**src/rtl/mem_op_sequencer_if.sv**
```systemverilog
// Command and memory-bus bundle for mem_op_sequencer.
// The master side is the environment (command issuer plus memory); the slave side is the sequencer.
interface mem_op_sequencer_if #(
    parameter int SIZE     = 5,
    parameter int MEM_SIZE = 25
);
    logic                start;
    logic [1:0]          op;
    logic [MEM_SIZE-1:0] line_in;
    logic [SIZE-1:0]     rot_amt;
    logic                busy;
    logic                done;
    logic [MEM_SIZE-1:0] line_out;
    logic                line_valid;
    logic                mismatch;
    logic                mem_init;
    logic [MEM_SIZE-1:0] mem_line;
    logic [SIZE-1:0]     mem_index;
    logic                mem_val;
    logic                mem_write;
    logic                mem_read;
    logic                mem_out;

    modport master (
        output start, op, line_in, rot_amt, mem_out,
        input  busy, done, line_out, line_valid, mismatch,
        input  mem_init, mem_line, mem_index, mem_val, mem_write, mem_read
    );

    modport slave (
        input  start, op, line_in, rot_amt, mem_out,
        output busy, done, line_out, line_valid, mismatch,
        output mem_init, mem_line, mem_index, mem_val, mem_write, mem_read
    );
endinterface

```
**src/rtl/mem_op_sequencer.sv**
```systemverilog
// Bit-serial LOAD/DUMP/ROTATE/CLEAR sequencer for a single-bit-access memory.
// Optional read-back verify pass after ROTATE/CLEAR: define MEM_OP_SEQUENCER_VERIFY_EN.
module mem_op_sequencer #(
    parameter int SIZE     = 5,
    parameter int MEM_SIZE = 25
) (
    input  logic               clk,
    input  logic               rst,
    mem_op_sequencer_if.slave  bus
);
    localparam logic [1:0] OP_LOAD   = 2'b00;
    localparam logic [1:0] OP_DUMP   = 2'b01;
    localparam logic [1:0] OP_ROTATE = 2'b10;
    localparam logic [1:0] OP_CLEAR  = 2'b11;
    localparam logic [SIZE-1:0] LAST_IDX = SIZE'(MEM_SIZE - 1);

    typedef enum logic [2:0] {
        S_IDLE,
        S_LOAD,
        S_READ,
        S_WRITE,
        S_DONE
`ifdef MEM_OP_SEQUENCER_VERIFY_EN
        , S_VERIFY
`endif
    } state_t;

    state_t              state_reg, state_next;
    logic [SIZE-1:0]     cnt_reg, cnt_next;
    logic [MEM_SIZE-1:0] shadow_reg, shadow_next;
    logic [1:0]          op_reg;
    logic [SIZE-1:0]     rot_reg;
    logic [MEM_SIZE-1:0] line_reg;
    logic [MEM_SIZE-1:0] line_out_reg, line_out_next;
`ifdef MEM_OP_SEQUENCER_VERIFY_EN
    logic                mismatch_reg, mismatch_next;
`endif

    logic                  accept;
    logic                  is_last;
    logic [SIZE-1:0]       cnt_inc;
    logic [SIZE-1:0]       rot_mod;
    logic [MEM_SIZE-1:0]   hit;
    logic [2*MEM_SIZE-1:0] rot_dbl;
    logic [MEM_SIZE-1:0]   rotated;
    logic                  write_bit;

    logic                mem_init_c, mem_val_c, mem_write_c, mem_read_c;
    logic [MEM_SIZE-1:0] mem_line_c;
    logic [SIZE-1:0]     mem_index_c;

    assign accept  = (state_reg == S_IDLE) && bus.start;
    assign is_last = (cnt_reg == LAST_IDX);
    assign cnt_inc = is_last ? '0 : cnt_reg + SIZE'(1);
    assign rot_mod = SIZE'(32'(bus.rot_amt) % MEM_SIZE);

    // One-hot decode of the counter so bit selects stay within the vector for any SIZE/MEM_SIZE.
    genvar gi;
    generate
        for (gi = 0; gi < MEM_SIZE; gi++) begin : g_hit
            assign hit[gi] = (cnt_reg == SIZE'(gi));
        end
    endgenerate

    // Upper half of the doubled image is the shadow rotated toward higher indices.
    assign rot_dbl   = {shadow_reg, shadow_reg} << rot_reg;
    assign rotated   = rot_dbl[2*MEM_SIZE-1:MEM_SIZE];
    assign write_bit = (op_reg == OP_ROTATE) ? |(rotated & hit) : 1'b0;

    assign shadow_next = (state_reg == S_READ)
                       ? ((shadow_reg & ~hit) | (hit & {MEM_SIZE{bus.mem_out}}))
                       : shadow_reg;

    always_comb begin
        state_next    = state_reg;
        cnt_next      = cnt_reg;
        line_out_next = line_out_reg;
`ifdef MEM_OP_SEQUENCER_VERIFY_EN
        mismatch_next = mismatch_reg;
`endif
        mem_init_c    = 1'b0;
        mem_line_c    = '0;
        mem_index_c   = '0;
        mem_val_c     = 1'b0;
        mem_write_c   = 1'b0;
        mem_read_c    = 1'b0;

        case (state_reg)
            S_IDLE: begin
                if (bus.start) begin
                    cnt_next = '0;
`ifdef MEM_OP_SEQUENCER_VERIFY_EN
                    mismatch_next = 1'b0;
`endif
                    case (bus.op)
                        OP_LOAD:  state_next = S_LOAD;
                        OP_CLEAR: state_next = S_WRITE;
                        default:  state_next = S_READ;
                    endcase
                end
            end
            S_LOAD: begin
                mem_init_c = 1'b1;
                mem_line_c = line_reg;
                state_next = S_DONE;
            end
            S_READ: begin
                mem_read_c  = 1'b1;
                mem_index_c = cnt_reg;
                cnt_next    = cnt_inc;
                if (is_last) begin
                    if (op_reg == OP_DUMP) begin
                        state_next    = S_DONE;
                        line_out_next = shadow_next;
                    end else begin
                        state_next = S_WRITE;
                    end
                end
            end
            S_WRITE: begin
                mem_write_c = 1'b1;
                mem_index_c = cnt_reg;
                mem_val_c   = write_bit;
                cnt_next    = cnt_inc;
                if (is_last) begin
`ifdef MEM_OP_SEQUENCER_VERIFY_EN
                    state_next = S_VERIFY;
`else
                    state_next = S_DONE;
`endif
                end
            end
`ifdef MEM_OP_SEQUENCER_VERIFY_EN
            // Expected bit is exactly what the write pass stored at this index.
            S_VERIFY: begin
                mem_read_c  = 1'b1;
                mem_index_c = cnt_reg;
                cnt_next    = cnt_inc;
                if (bus.mem_out != write_bit) mismatch_next = 1'b1;
                if (is_last) state_next = S_DONE;
            end
`endif
            S_DONE:  state_next = S_IDLE;
            default: state_next = S_IDLE;
        endcase
    end

    always_ff @(posedge clk) begin
        if (rst) begin
            state_reg    <= S_IDLE;
            cnt_reg      <= '0;
            shadow_reg   <= '0;
            op_reg       <= '0;
            rot_reg      <= '0;
            line_reg     <= '0;
            line_out_reg <= '0;
`ifdef MEM_OP_SEQUENCER_VERIFY_EN
            mismatch_reg <= 1'b0;
`endif
        end else begin
            state_reg    <= state_next;
            cnt_reg      <= cnt_next;
            shadow_reg   <= shadow_next;
            line_out_reg <= line_out_next;
`ifdef MEM_OP_SEQUENCER_VERIFY_EN
            mismatch_reg <= mismatch_next;
`endif
            if (accept) begin
                op_reg   <= bus.op;
                rot_reg  <= rot_mod;
                line_reg <= bus.line_in;
            end
        end
    end

    assign bus.busy       = (state_reg != S_IDLE);
    assign bus.done       = (state_reg == S_DONE);
    assign bus.line_valid = (state_reg == S_DONE) && (op_reg == OP_DUMP);
    assign bus.line_out   = line_out_reg;
`ifdef MEM_OP_SEQUENCER_VERIFY_EN
    assign bus.mismatch   = mismatch_reg;
`else
    assign bus.mismatch   = 1'b0;
`endif
    assign bus.mem_init   = mem_init_c;
    assign bus.mem_line   = mem_line_c;
    assign bus.mem_index  = mem_index_c;
    assign bus.mem_val    = mem_val_c;
    assign bus.mem_write  = mem_write_c;
    assign bus.mem_read   = mem_read_c;
endmodule

```
**src/flat_wrapper.sv**
```systemverilog
// flat-port wrapper written by rule: the top's interface ports become plain ports
module mem_op_sequencer_flat 
#(
    parameter int SIZE     = 5,
    parameter int MEM_SIZE = 25
)
  (clk, rst, bus_start, bus_op, bus_line_in, bus_rot_amt, bus_mem_out, bus_busy, bus_done, bus_line_out, bus_line_valid, bus_mismatch, bus_mem_init, bus_mem_line, bus_mem_index, bus_mem_val, bus_mem_write, bus_mem_read);
  mem_op_sequencer_if #(.SIZE(SIZE), .MEM_SIZE(MEM_SIZE)) bus_i ();
  input  logic clk;
  input  logic rst;
  input wire logic [$bits(bus_i.start)-1:0] bus_start;
  input wire logic [$bits(bus_i.op)-1:0] bus_op;
  input wire logic [$bits(bus_i.line_in)-1:0] bus_line_in;
  input wire logic [$bits(bus_i.rot_amt)-1:0] bus_rot_amt;
  input wire logic [$bits(bus_i.mem_out)-1:0] bus_mem_out;
  output wire logic [$bits(bus_i.busy)-1:0] bus_busy;
  output wire logic [$bits(bus_i.done)-1:0] bus_done;
  output wire logic [$bits(bus_i.line_out)-1:0] bus_line_out;
  output wire logic [$bits(bus_i.line_valid)-1:0] bus_line_valid;
  output wire logic [$bits(bus_i.mismatch)-1:0] bus_mismatch;
  output wire logic [$bits(bus_i.mem_init)-1:0] bus_mem_init;
  output wire logic [$bits(bus_i.mem_line)-1:0] bus_mem_line;
  output wire logic [$bits(bus_i.mem_index)-1:0] bus_mem_index;
  output wire logic [$bits(bus_i.mem_val)-1:0] bus_mem_val;
  output wire logic [$bits(bus_i.mem_write)-1:0] bus_mem_write;
  output wire logic [$bits(bus_i.mem_read)-1:0] bus_mem_read;
  assign bus_i.start = bus_start;
  assign bus_i.op = bus_op;
  assign bus_i.line_in = bus_line_in;
  assign bus_i.rot_amt = bus_rot_amt;
  assign bus_i.mem_out = bus_mem_out;
  assign bus_busy = bus_i.busy;
  assign bus_done = bus_i.done;
  assign bus_line_out = bus_i.line_out;
  assign bus_line_valid = bus_i.line_valid;
  assign bus_mismatch = bus_i.mismatch;
  assign bus_mem_init = bus_i.mem_init;
  assign bus_mem_line = bus_i.mem_line;
  assign bus_mem_index = bus_i.mem_index;
  assign bus_mem_val = bus_i.mem_val;
  assign bus_mem_write = bus_i.mem_write;
  assign bus_mem_read = bus_i.mem_read;
  mem_op_sequencer #(.SIZE(SIZE), .MEM_SIZE(MEM_SIZE)) u_core (.clk(clk), .rst(rst), .bus(bus_i));
endmodule
```
**config.mk**
```make
export PLATFORM = sky130hd
export DESIGN_NAME = mem_op_sequencer_flat
export DESIGN_NICKNAME = d
export VERILOG_FILES = /design/src/rtl/mem_op_sequencer_if.sv /design/src/rtl/mem_op_sequencer.sv /design/src/flat_wrapper.sv
export SDC_FILE = /design/constraint.sdc
export NUM_CORES = 1
export LEC_CHECK = 0
export CELL_PAD_IN_SITES_DETAIL_PLACEMENT = 0
export CELL_PAD_IN_SITES_GLOBAL_PLACEMENT = 1
export CORE_AREA = 2 2 156 158
export DETAILED_ROUTE_END_ITERATION = 6
export DIE_AREA = 0 0 158 160
export PLACE_DENSITY_LB_ADDON = 0.1
export SKIP_CTS_REPAIR_TIMING = 1
export SYNTH_ARGS = -nofsm -noshare
export SYNTH_HDL_FRONTEND = slang
export SYNTH_SLANG_ARGS = --single-unit
```
**constraint.sdc**
```tcl
create_clock -name clk -period 5.55 [get_ports clk]
set_clock_uncertainty 0.05 [all_clocks]
set_input_delay 0.8325 -clock clk [delete_from_list [all_inputs] [get_ports clk]]
set_output_delay 0.8325 -clock clk [all_outputs]
set_load 0.01 [all_outputs]
```
# Word level (Yosys, flattened, before mapping)
# Index checks and enable logic that the tools add are counted.
[word_totals]
inputBits = 36
elab_cells = 78
out_inout_bits = 63
register_bits = 90
[op_classes]
reduce_logical = 12
add_sub_neg = 1
shift = 1
n_div = 1
mux = 17
bitwise = 5
eq_ne = 34
[ops]
columns = ["cell", "count"]
rows = [
  ["$and A25 B25 Y25", 3],
  ["$mux W25", 2],
  ["$shl A50 B5 Y50", 1],
  ["$eq A5 B5 Y1 const B", 9],
  ["$eq A5 B4 Y1 const B", 8],
  ["$mod A5 B5 Y32 const B", 1],
  ["$not A25 Y25", 1],
  ["$or A25 B25 Y25", 1],
  ["$reduce_or A25 Y1", 1],
  ["$eq A5 B3 Y1 const B", 4],
  ["$mux W5", 3],
  ["$mux W3", 4],
  ["$pmux W3 S4", 1],
  ["$eq A5 B2 Y1 const B", 2],
  ["$pmux W5 S2", 1],
  ["$eq A3 B2 Y1 const B", 2],
  ["$reduce_and A3 Y1", 2],
  ["$add A5 B1 Y5 const B", 1],
  ["$eq A5 B1 Y1 const B", 1],
  ["$logic_not A5 Y1", 1],
  ["$mux W1", 5],
  ["$eq A2 B2 Y1 const B", 2],
  ["$ne A2 B1 Y1 const B", 2],
  ["$pmux W2 S2", 1],
  ["11 further kinds", 12],
]

# Longest topological paths before layout
# Gate-level depths: netlist of the first run.
[logic_depth]
word_depth = 5
ltp_mapped = 11
mapped_depth_nobuf = 10

# Least setup slack after synthesis of the first run
# Ideal clock, no wire load.
[synth_timing]
path_kind = "register to output"
from = "reg u_core.rot_reg[1]"
to = "out bus_mem_val"
arrival_time_ns = 2.693
required_time_ns = 4.668
path_stages_with_launch = 11
path_slack_ns = 1.974
path_buffers = 3
path_cell_list = "dfxtp_1 > buf_6 > buf_6 > buf_1 > mux4_2 > mux2i_1 > o22ai_1 > o21ai_0 > nand4_1 > a2111oi_2 > a41oi_1"
[synth_between]
elab_chain_cells = 5
[synth_lines]
columns = ["element", "line_no", "source"]
rows = [
  ["from (decl)", "mem_op_sequencer.sv:32", "logic [SIZE-1:0] rot_reg;"],
  ["from (signal assigned)", "mem_op_sequencer.sv:170", "rot_reg <= rot_mod;"],
  ["$shl A50 B5 Y50", "mem_op_sequencer.sv:66", "assign rot_dbl = {shadow_reg, shadow_reg} << rot_reg;"],
  ["$and A25 B25 Y25", "mem_op_sequencer.sv:68", "assign write_bit = (op_reg == OP_ROTATE) ? |(rotated & hit) : 1'b0;"],
  ["$reduce_or A25 Y1", "mem_op_sequencer.sv:68", ""],
  ["$mux W1", "mem_op_sequencer.sv:68", ""],
  ["$mux W1", "mem_op_sequencer.sv:88", "case (state_reg)"],
  ["to (decl)", "flat_wrapper.sv:24", "output wire logic [$bits(bus_i.mem_val)-1:0] bus_mem_val;"],
]
# No other way between the ends.

# Worst setup path after layout of the first run
# Ends and elaborated chain as after synthesis.

==> results of run 1 <==
## routing by layer
metal | global-route usage (%) | routed length, um | vias up
li1 | - | - | 2632
met1 | 25.1 | 10500 | 2662
met2 | 24.5 | 9360 | 167
met3 | 2.55 | 948 | 27
met4 | 6.02 | 497 | 0
met5 | 0 | 0 | -
## tightest hold or removal path: cells and delay by family (launching register included)
family          cells  cell delay, ps
compound gates      1              50
flops               1             310
simple gates        1              50
## cells by family after synthesis
group | count (synthesis) | synth area share (%)
muxes | 91 | 22.1
other | 1 | 0.0647
adders and majority gates | 9 | 1.94
DFF | 90 | 31.1
AOI/OAI and AO/OA | 134 | 15.6
and+or+nand+nor | 287 | 23.2
buffers and inverters | 76 | 5.44
xor gates and xnor gates | 3 | 0.454
## cells in the final DEF, fill, tap and decap left out, types with 4 or more instances in the layout
| master | count |
|---|---|
| sky130_fd_sc_hd__buf_4 | 16 |
| sky130_fd_sc_hd__inv_1 | 15 |
| sky130_fd_sc_hd__nor3_1 | 6 |
| sky130_fd_sc_hd__nand2b_1 | 5 |
| sky130_fd_sc_hd__nand3b_1 | 4 |
| sky130_fd_sc_hd__and2_1 | 30 |
| sky130_fd_sc_hd__nor2b_1 | 9 |
| sky130_fd_sc_hd__a41oi_1 | 5 |
| sky130_fd_sc_hd__dfxtp_1 | 89 |
| sky130_fd_sc_hd__mux2i_1 | 53 |
| sky130_fd_sc_hd__a21oi_1 | 45 |
| sky130_fd_sc_hd__o21ai_0 | 10 |
| sky130_fd_sc_hd__clkdlybuf4s50_1 | 96 |
| sky130_fd_sc_hd__o22ai_1 | 11 |
| sky130_fd_sc_hd__a211oi_1 | 30 |
| sky130_fd_sc_hd__nand3_1 | 18 |
| sky130_fd_sc_hd__nand2_1 | 85 |
| sky130_fd_sc_hd__ha_1 | 9 |
| sky130_fd_sc_hd__nand4_1 | 13 |
| sky130_fd_sc_hd__mux4_2 | 26 |
| sky130_fd_sc_hd__mux2_2 | 10 |
| sky130_fd_sc_hd__clkbuf_16 | 9 |
| sky130_fd_sc_hd__nor2_1 | 96 |
## layout make-up
cell class / count / share of cell area [%]
Clock inverter: 7 / 0.718
Sequential cell: 90 / 24.6
Clock buffer: 9 / 3.08
Inverter: 16 / 0.821
Multi-Input combinational cell: 525 / 50.4
Timing Repair Buffer: 113 / 14.8
Tap cell: 324 / 5.54
## how the worst max path moves through the flow
| stage | startpoint | end | slack (ps) |
|---|---|---|---|
| final | u_core.rot_reg[1] | bus_mem_val | 470 |
| after global routing | u_core.rot_reg[1] | bus_mem_val | 190 |
| after CTS | u_core.rot_reg[1] | bus_mem_val | 460 |
| after detailed placement | u_core.rot_reg[1] | bus_mem_val | 860 |
| after global placement | u_core.rot_reg[2] | bus_mem_val | 850 |
| after floorplan | u_core.rot_reg[1] | bus_mem_val | 1970 |
## metrics by stage
step                cells  power (W)  hold WS, ps
floorplan             691    0.00111          382
CTS                  1084    0.00190          404
finish               1084    0.00188          402
detailed placement   1068    0.00129          393
global route         1084    0.00198          417
global placement     1068    0.00130          390
## report_power, final
part	switching [W]	internal, W
Clock	0.000289	0.000309
Sequential	0.0000663	0.000688
Combinational	0.000314	0.000209
Total	0.000669	0.00121
==> results_tabular.tex, run 1 <==
\begin{tabular}{lr}
\hline
Metric & Value \\
\hline
\multicolumn{2}{l}{\textbf{Outcome}} \\
Run status & finished clean \\
\multicolumn{2}{l}{\textbf{STA}} \\
Number of slew-limit violations in the final report & 0 \\
Setup violators final & 0 \\
Slew headroom & around a third \\
Unrepaired setup endpoints after global routing & no \\
Sum Neg Setup Slack & 0 ps \\
Final worst-path cycle share & 91.6\% \\
F\_max & approximately 200 MHz \\
Number of failing hold endpoints at the final stage & 0 \\
Actual slew at the worst max-slew pin & 972 ps \\
Worst Slack Setup Final & 466 ps \\
Post-layout minimum cycle time & between 5000 and 6000 ps \\
\multicolumn{2}{l}{\textbf{Cells and area}} \\
Area occupied by multi-input gates & about 0.0037 mm\^{}2 \\
Number of filler instances in the final layout & between 2000 and 3000 \\
Share of final-layout standard cells stronger than drive strength 1 & 10.1\% \\
Final instance area & $\sim$0.0073 mm\^{}2 \\
Diode insertion count for antenna repair & 0 \\
Sequential standard cell area & roughly 0.0018 mm\^{}2 \\
Final Net Count & 800 \\
Synthesis-to-finish area growth & 26.3\% \\
End-of-flow core utilization & 30.7\% \\
\multicolumn{2}{l}{\textbf{Critical path}} \\
Arrival time of the worst setup path & between 4000 and 5000 ps \\
Slowest-stage cell, CP & sky130\_fd\_sc\_hd\_\_dfxtp\_2 \\
Path type of the worst setup path & reg2out \\
Startpoint of the lowest-slack register-to-register path & u\_core.state\_reg[1] \\
Reg-to-reg setup timing slack & around 2400 ps \\
Critical path's most frequent cell & sky130\_fd\_sc\_hd\_\_mux2i\_1 \\
Crit path required time & approximately 4700 ps \\
Count of buffer and inverter cells on the critical path & 2 \\
Crit. path cell count & 9 \\
Kind of start point of the critical path & flop \\
Worst reg2reg path endpoint & u\_core.bus.line\_out[20] \\
Max FO, Critical Path & 24 \\
R2R cell count & 7 \\
Cells along the critical path & buf\_4, mux4\_2, mux2i\_1, mux2i\_1, a32o\_1, or4\_1, a2111oi\_2, a41oi\_1, clkdlybuf4s50\_1 \\
Critical path capture point type & output pin \\
Kind of cell adding the most delay to the critical path & multiplexers \\
CP peak stage delay & just under 800 ps \\
\multicolumn{2}{l}{\textbf{Route}} \\
DR DRC count & 0 \\
Final routed wirelength across all metal layers & between 20000 and 25000 um \\
Post-DR wirelength/cell & $\sim$20 um \\
Iter 0 DRT Violations & $\sim$430 \\
Vias after detailed routing & 5488 \\
Number of routed nets with antenna violations & 0 \\
Vias per cell & 5.06 \\
Drt first pass iters & 5 \\
\multicolumn{2}{l}{\textbf{Synthesis}} \\
Syn Std Cell Area & roughly 0.0058 mm\^{}2 \\
Instance count of the mapped netlist & just under 700 \\
Sequential area share after synthesis & a little under a third \\
Commonest cells post-synth & sky130\_fd\_sc\_hd\_\_nor2\_1, sky130\_fd\_sc\_hd\_\_dfxtp\_1, sky130\_fd\_sc\_hd\_\_nand2\_1, sky130\_fd\_sc\_hd\_\_mux2i\_1, sky130\_fd\_sc\_hd\_\_clkbuf\_1 \\
Most numerous cell in the Yosys netlist & sky130\_fd\_sc\_hd\_\_nor2\_1 \\
Synth Area per Inst & 8.38 um\^{}2 \\
Syn\_nets & between 700 and 800 \\
Distinct cell type count after synthesis & 64 \\
Biggest area consumer among synthesized cells & sky130\_fd\_sc\_hd\_\_dfxtp\_1 \\
Number of synthesized flops with an enable pin & 0 \\
Post-synth top area share & 31.1\% \\
Yosys synthesis warning count & 0 \\
Post-synth top flop & sky130\_fd\_sc\_hd\_\_dfxtp\_1 \\
Share of async-settable or async-resettable flops after synthesis & 0\% \\
Register bit total from synthesis & 90 \\
Top area cells in the synthesized netlist & sky130\_fd\_sc\_hd\_\_dfxtp\_1, sky130\_fd\_sc\_hd\_\_mux4\_2, sky130\_fd\_sc\_hd\_\_mux2i\_1 \\
\multicolumn{2}{l}{\textbf{Min path}} \\
Hold Path Class & reg2reg \\
Worst hold path depth & 2 \\
Worst hold endpoint & u\_core.line\_reg[12] \\
Hold path start & u\_core.line\_reg[12] \\
\multicolumn{2}{l}{\textbf{Clock network}} \\
H-tree level count & 3 \\
Clock latency at the later pin of the worst-skew pair & 350 ps \\
Buffers from clock root to sink, at most & 2 \\
CTS tree & yes \\
Clock-pin slew of the registers on the worst-case setup and hold paths & 70 ps \\
CTS Root Buffer Type & sky130\_fd\_sc\_hd\_\_clkbuf\_16 \\
TritonCTS buffer count & 9 \\
TritonCTS Sinks & 90 \\
\multicolumn{2}{l}{\textbf{Floorplan}} \\
DIE AREA & between 0.02 and 0.03 mm\^{}2 \\
Starting density of the core & roughly a quarter \\
Die H & approximately 160 um \\
Overall die width & around 160 um \\
Number of I/O pins & between 90 and 100 \\
Core footprint & $\sim$0.024 mm\^{}2 \\
Row count & between 50 and 60 \\
\multicolumn{2}{l}{\textbf{Global routing}} \\
First-pass GRT wire length & $\sim$33000 um \\
Overall global routing resource usage & roughly 17\% \\
Initial antenna violation count & 0 \\
Total gr overflow & 0 \\
Pin count of the biggest net entering global routing & between 90 and 100 \\
Vias in the first global route & approximately 5300 \\
\multicolumn{2}{l}{\textbf{Place}} \\
Setup slack at placement & roughly 860 ps \\
Routability congestion estimate & between 1 and 1.5 \\
Post-detail-place hpwl & 15700 um \\
IO buf count & 97 \\
Instance area at placement & between 0.007 and 0.008 mm\^{}2 \\
\multicolumn{2}{l}{\textbf{Power}} \\
Peak supply drop & 0.115 mV \\
Leakage power & roughly 2.5 nW \\
Total power per unit cell area & roughly 260 mW/mm\^{}2 \\
\multicolumn{2}{l}{\textbf{Flow run}} \\
Count of max-cap constraint violations & 0 \\
\hline
\end{tabular}
No activity file was read; power rests on OpenSTA's default activity.
==> run 2, diff against run 1 <==
- PLACE_DENSITY: default -> 0.63
- PLACE_DENSITY_LB_ADDON: 0.1 -> default
==> run 2 against run 1 <==
  * Cell count grew 0.18%
  * Largest cell class unchanged
  * Critical path depth unchanged
  * Combinational power barely moved
  * Highest routed layer unchanged
  * Hold slack worse by 0.92 ps
==> results_tabular.tex, run 2 (synthesis results as in run 1) <==
\begin{tabular}{lr}
\hline
Metric & Value \\
\hline
\multicolumn{2}{l}{\textbf{Cells and area}} \\
Diode insertion count for antenna repair & 0 (unchanged) \\
Share of final-layout standard cells stronger than drive strength 1 & 10.4\% (+0.24 points) \\
Area occupied by multi-input gates & 0.00368 mm\^{}2 (unchanged) \\
Final Net Count & 802 (+0.25\%) \\
Most frequent cells in the layout & sky130\_fd\_sc\_hd\_\_nor2\_1, sky130\_fd\_sc\_hd\_\_clkdlybuf4s50\_1, sky130\_fd\_sc\_hd\_\_dfxtp\_1 \\
Number of filler instances in the final layout & 2584 (+0.47\%) \\
Sequential standard cell area & 0.00180 mm\^{}2 (unchanged) \\
Synthesis-to-finish area growth & 26.8\% \\
Final Non-Filler Cells & 1086 (+0.18\%) \\
\multicolumn{2}{l}{\textbf{Floorplan}} \\
Die H & 160 um (unchanged) \\
Core footprint & 0.0238 mm\^{}2 (unchanged) \\
Number of I/O pins & 99 (unchanged) \\
DIE AREA & 0.0253 mm\^{}2 (unchanged) \\
Row count & 57 (unchanged) \\
Starting density of the core & 24.3\% (unchanged) \\
Overall die width & 158 um (unchanged) \\
\multicolumn{2}{l}{\textbf{STA}} \\
Actual slew at the worst max-slew pin & 924 ps (-48.2 ps) \\
Number of failing hold endpoints at the final stage & 0 (unchanged) \\
Post-layout minimum cycle time & 5040 ps (-38.9 ps) \\
Final worst-path cycle share & 90.9\% (-0.70 points) \\
Unrepaired setup endpoints after global routing & no \\
Worst Slack Setup Final & 505 ps (+38.9 ps) \\
Sum Neg Setup Slack & 0 ps (unchanged) \\
Setup violators final & 0 (unchanged) \\
Slew headroom & 38.2\% (+3.0 points) \\
Number of slew-limit violations in the final report & 0 (unchanged) \\
F\_max & 198 MHz (+0.77\%) \\
\multicolumn{2}{l}{\textbf{Global routing}} \\
Total gr overflow & 0 (unchanged) \\
Pin count of the biggest net entering global routing & 63 (-31\%) \\
Overall global routing resource usage & 15.4\% (-1.5 points) \\
Vias in the first global route & 5163 (-2.9\%) \\
First-pass GRT wire length & 30500 um (-7.1\%) \\
Initial antenna violation count & 0 (unchanged) \\
\multicolumn{2}{l}{\textbf{Route}} \\
Final routed wirelength across all metal layers & 19300 um (-9.3\%) \\
DR DRC count & 0 (unchanged) \\
Number of routed nets with antenna violations & 0 (unchanged) \\
Post-DR wirelength/cell & 17.8 um (-9.4\%) \\
Drt first pass iters & 5 (unchanged) \\
Vias after detailed routing & 5566 (+1.4\%) \\
Vias per cell & 5.13 (+1.2\%) \\
Iter 0 DRT Violations & 585 (+35\%) \\
\multicolumn{2}{l}{\textbf{Critical path}} \\
CP peak stage delay & 760 ps (-30 ps) \\
Crit path required time & 4670 ps (about the same) \\
Path type of the worst setup path & reg2out \\
Kind of start point of the critical path & flop \\
Slowest-stage cell, CP & sky130\_fd\_sc\_hd\_\_dfxtp\_2 \\
Critical path's most frequent cell & sky130\_fd\_sc\_hd\_\_mux2i\_1 \\
Critical path capture point type & output pin \\
Max FO, Critical Path & 23 (-4.2\%) \\
Arrival time of the worst setup path & 4160 ps (-40 ps) \\
Cells along the critical path & buf\_4, mux4\_2, mux2i\_1, mux2i\_1, a32o\_1, or4\_1, a2111oi\_2, a41oi\_1, clkdlybuf4s50\_1 \\
\multicolumn{2}{l}{\textbf{Clock network}} \\
TritonCTS Sinks & 90 (unchanged) \\
Buffers from clock root to sink, at most & 2 (unchanged) \\
CTS Root Buffer Type & sky130\_fd\_sc\_hd\_\_clkbuf\_16 \\
CTS tree & yes \\
H-tree level count & 3 (unchanged) \\
Clock latency at the later pin of the worst-skew pair & 350 ps (about the same) \\
TritonCTS buffer count & 9 (unchanged) \\
Clock-pin slew of the registers on the worst-case setup and hold paths & 70 ps (about the same) \\
\multicolumn{2}{l}{\textbf{Min path}} \\
Hold Path Class & reg2reg \\
\multicolumn{2}{l}{\textbf{Outcome}} \\
Run status & finished clean \\
\multicolumn{2}{l}{\textbf{Place}} \\
Inst Count DP & 1070 (+0.19\%) \\
Routability congestion estimate & 0.934 (-8.6\%) \\
IO buf count & 97 (unchanged) \\
Post-detail-place hpwl & 14400 um (-8.7\%) \\
Setup slack at placement & 872 ps (+9.35 ps) \\
\multicolumn{2}{l}{\textbf{Power}} \\
Total power draw & 0.00187 W (-0.44\%) \\
Total power per unit cell area & 254 mW/mm\^{}2 (-0.81\%) \\
Leakage power & 2.50 nW (+0.20\%) \\
Peak supply drop & 0.142 mV (+24\%) \\
\multicolumn{2}{l}{\textbf{Flow run}} \\
Count of max-cap constraint violations & 0 (unchanged) \\
\hline
\end{tabular}
[run 2: cell types whose count changed in the layout (fill, tap and decap cells not counted)]
cell                         change
sky130_fd_sc_hd__buf_4           +2
sky130_fd_sc_hd__clkinv_2        -2
sky130_fd_sc_hd__clkinv_8        +1
sky130_fd_sc_hd__clkinvlp_4      +2
sky130_fd_sc_hd__inv_6           -1
[run 2: final timing paths]
| path | cells after the start | slack, ps | end | start |
|---|---|---|---|---|
| max | 9 | 510 | bus_mem_val | u_core.rot_reg[1] |
| min reg2reg | 2 | 400 | u_core.line_reg[4] | u_core.line_reg[4] |
| max reg2reg | 6 | 2720 | u_core.bus.line_out[24] | u_core.cnt_reg[3] |
| min | 2 | 400 | u_core.line_reg[4] | u_core.line_reg[4] |
[run 2: critical path, delay by kind of cell, from the launching register on]
kind,cells,cell delay (ps)
mux,3,1000
flops,1,760
compound gates,3,750
simple gates,1,420
buf+inv,2,870
[run 2: metrics by stage]
step	utilization, %	hold WS [ps]	area, um^2
after global routing	30.8	422	7340
after detailed placement	29.6	394	7050
after CTS	30.8	404	7340
after global placement	29.6	389	7050
final	30.8	401	7340
after floorplan	-	382	5790
[run 2: layout make-up]
cell class / instances / share of cell area [%]
well taps: 324 / 5.52
clock buffers: 9 / 3.07
inverters: 16 / 0.818
clock inverters: 7 / 0.886
flip-flops and latches: 90 / 24.5
multi-input cells: 525 / 50.2
repair buffers: 115 / 15.0
[run 2: layer usage]
| metal | part of all wire [%] | vias to the layer above | track usage [%] |
|---|---|---|---|
| met5 | 0 | - | 0 |
| met4 | 2.7 | 0 | 5.94 |
| met3 | 5.7 | 39 | 2.58 |
| met2 | 44 | 204 | 22.5 |
| met1 | 48 | 2688 | 22.4 |
| li1 | - | 2635 | - |
[run 2: power by group]
part / leakage (nW) / internal [W] / switching [W]
clock network: 0.137 / 0.000312 / 0.000285
logic: 1.64 / 0.000214 / 0.000308
registers: 0.731 / 0.000688 / 0.0000603
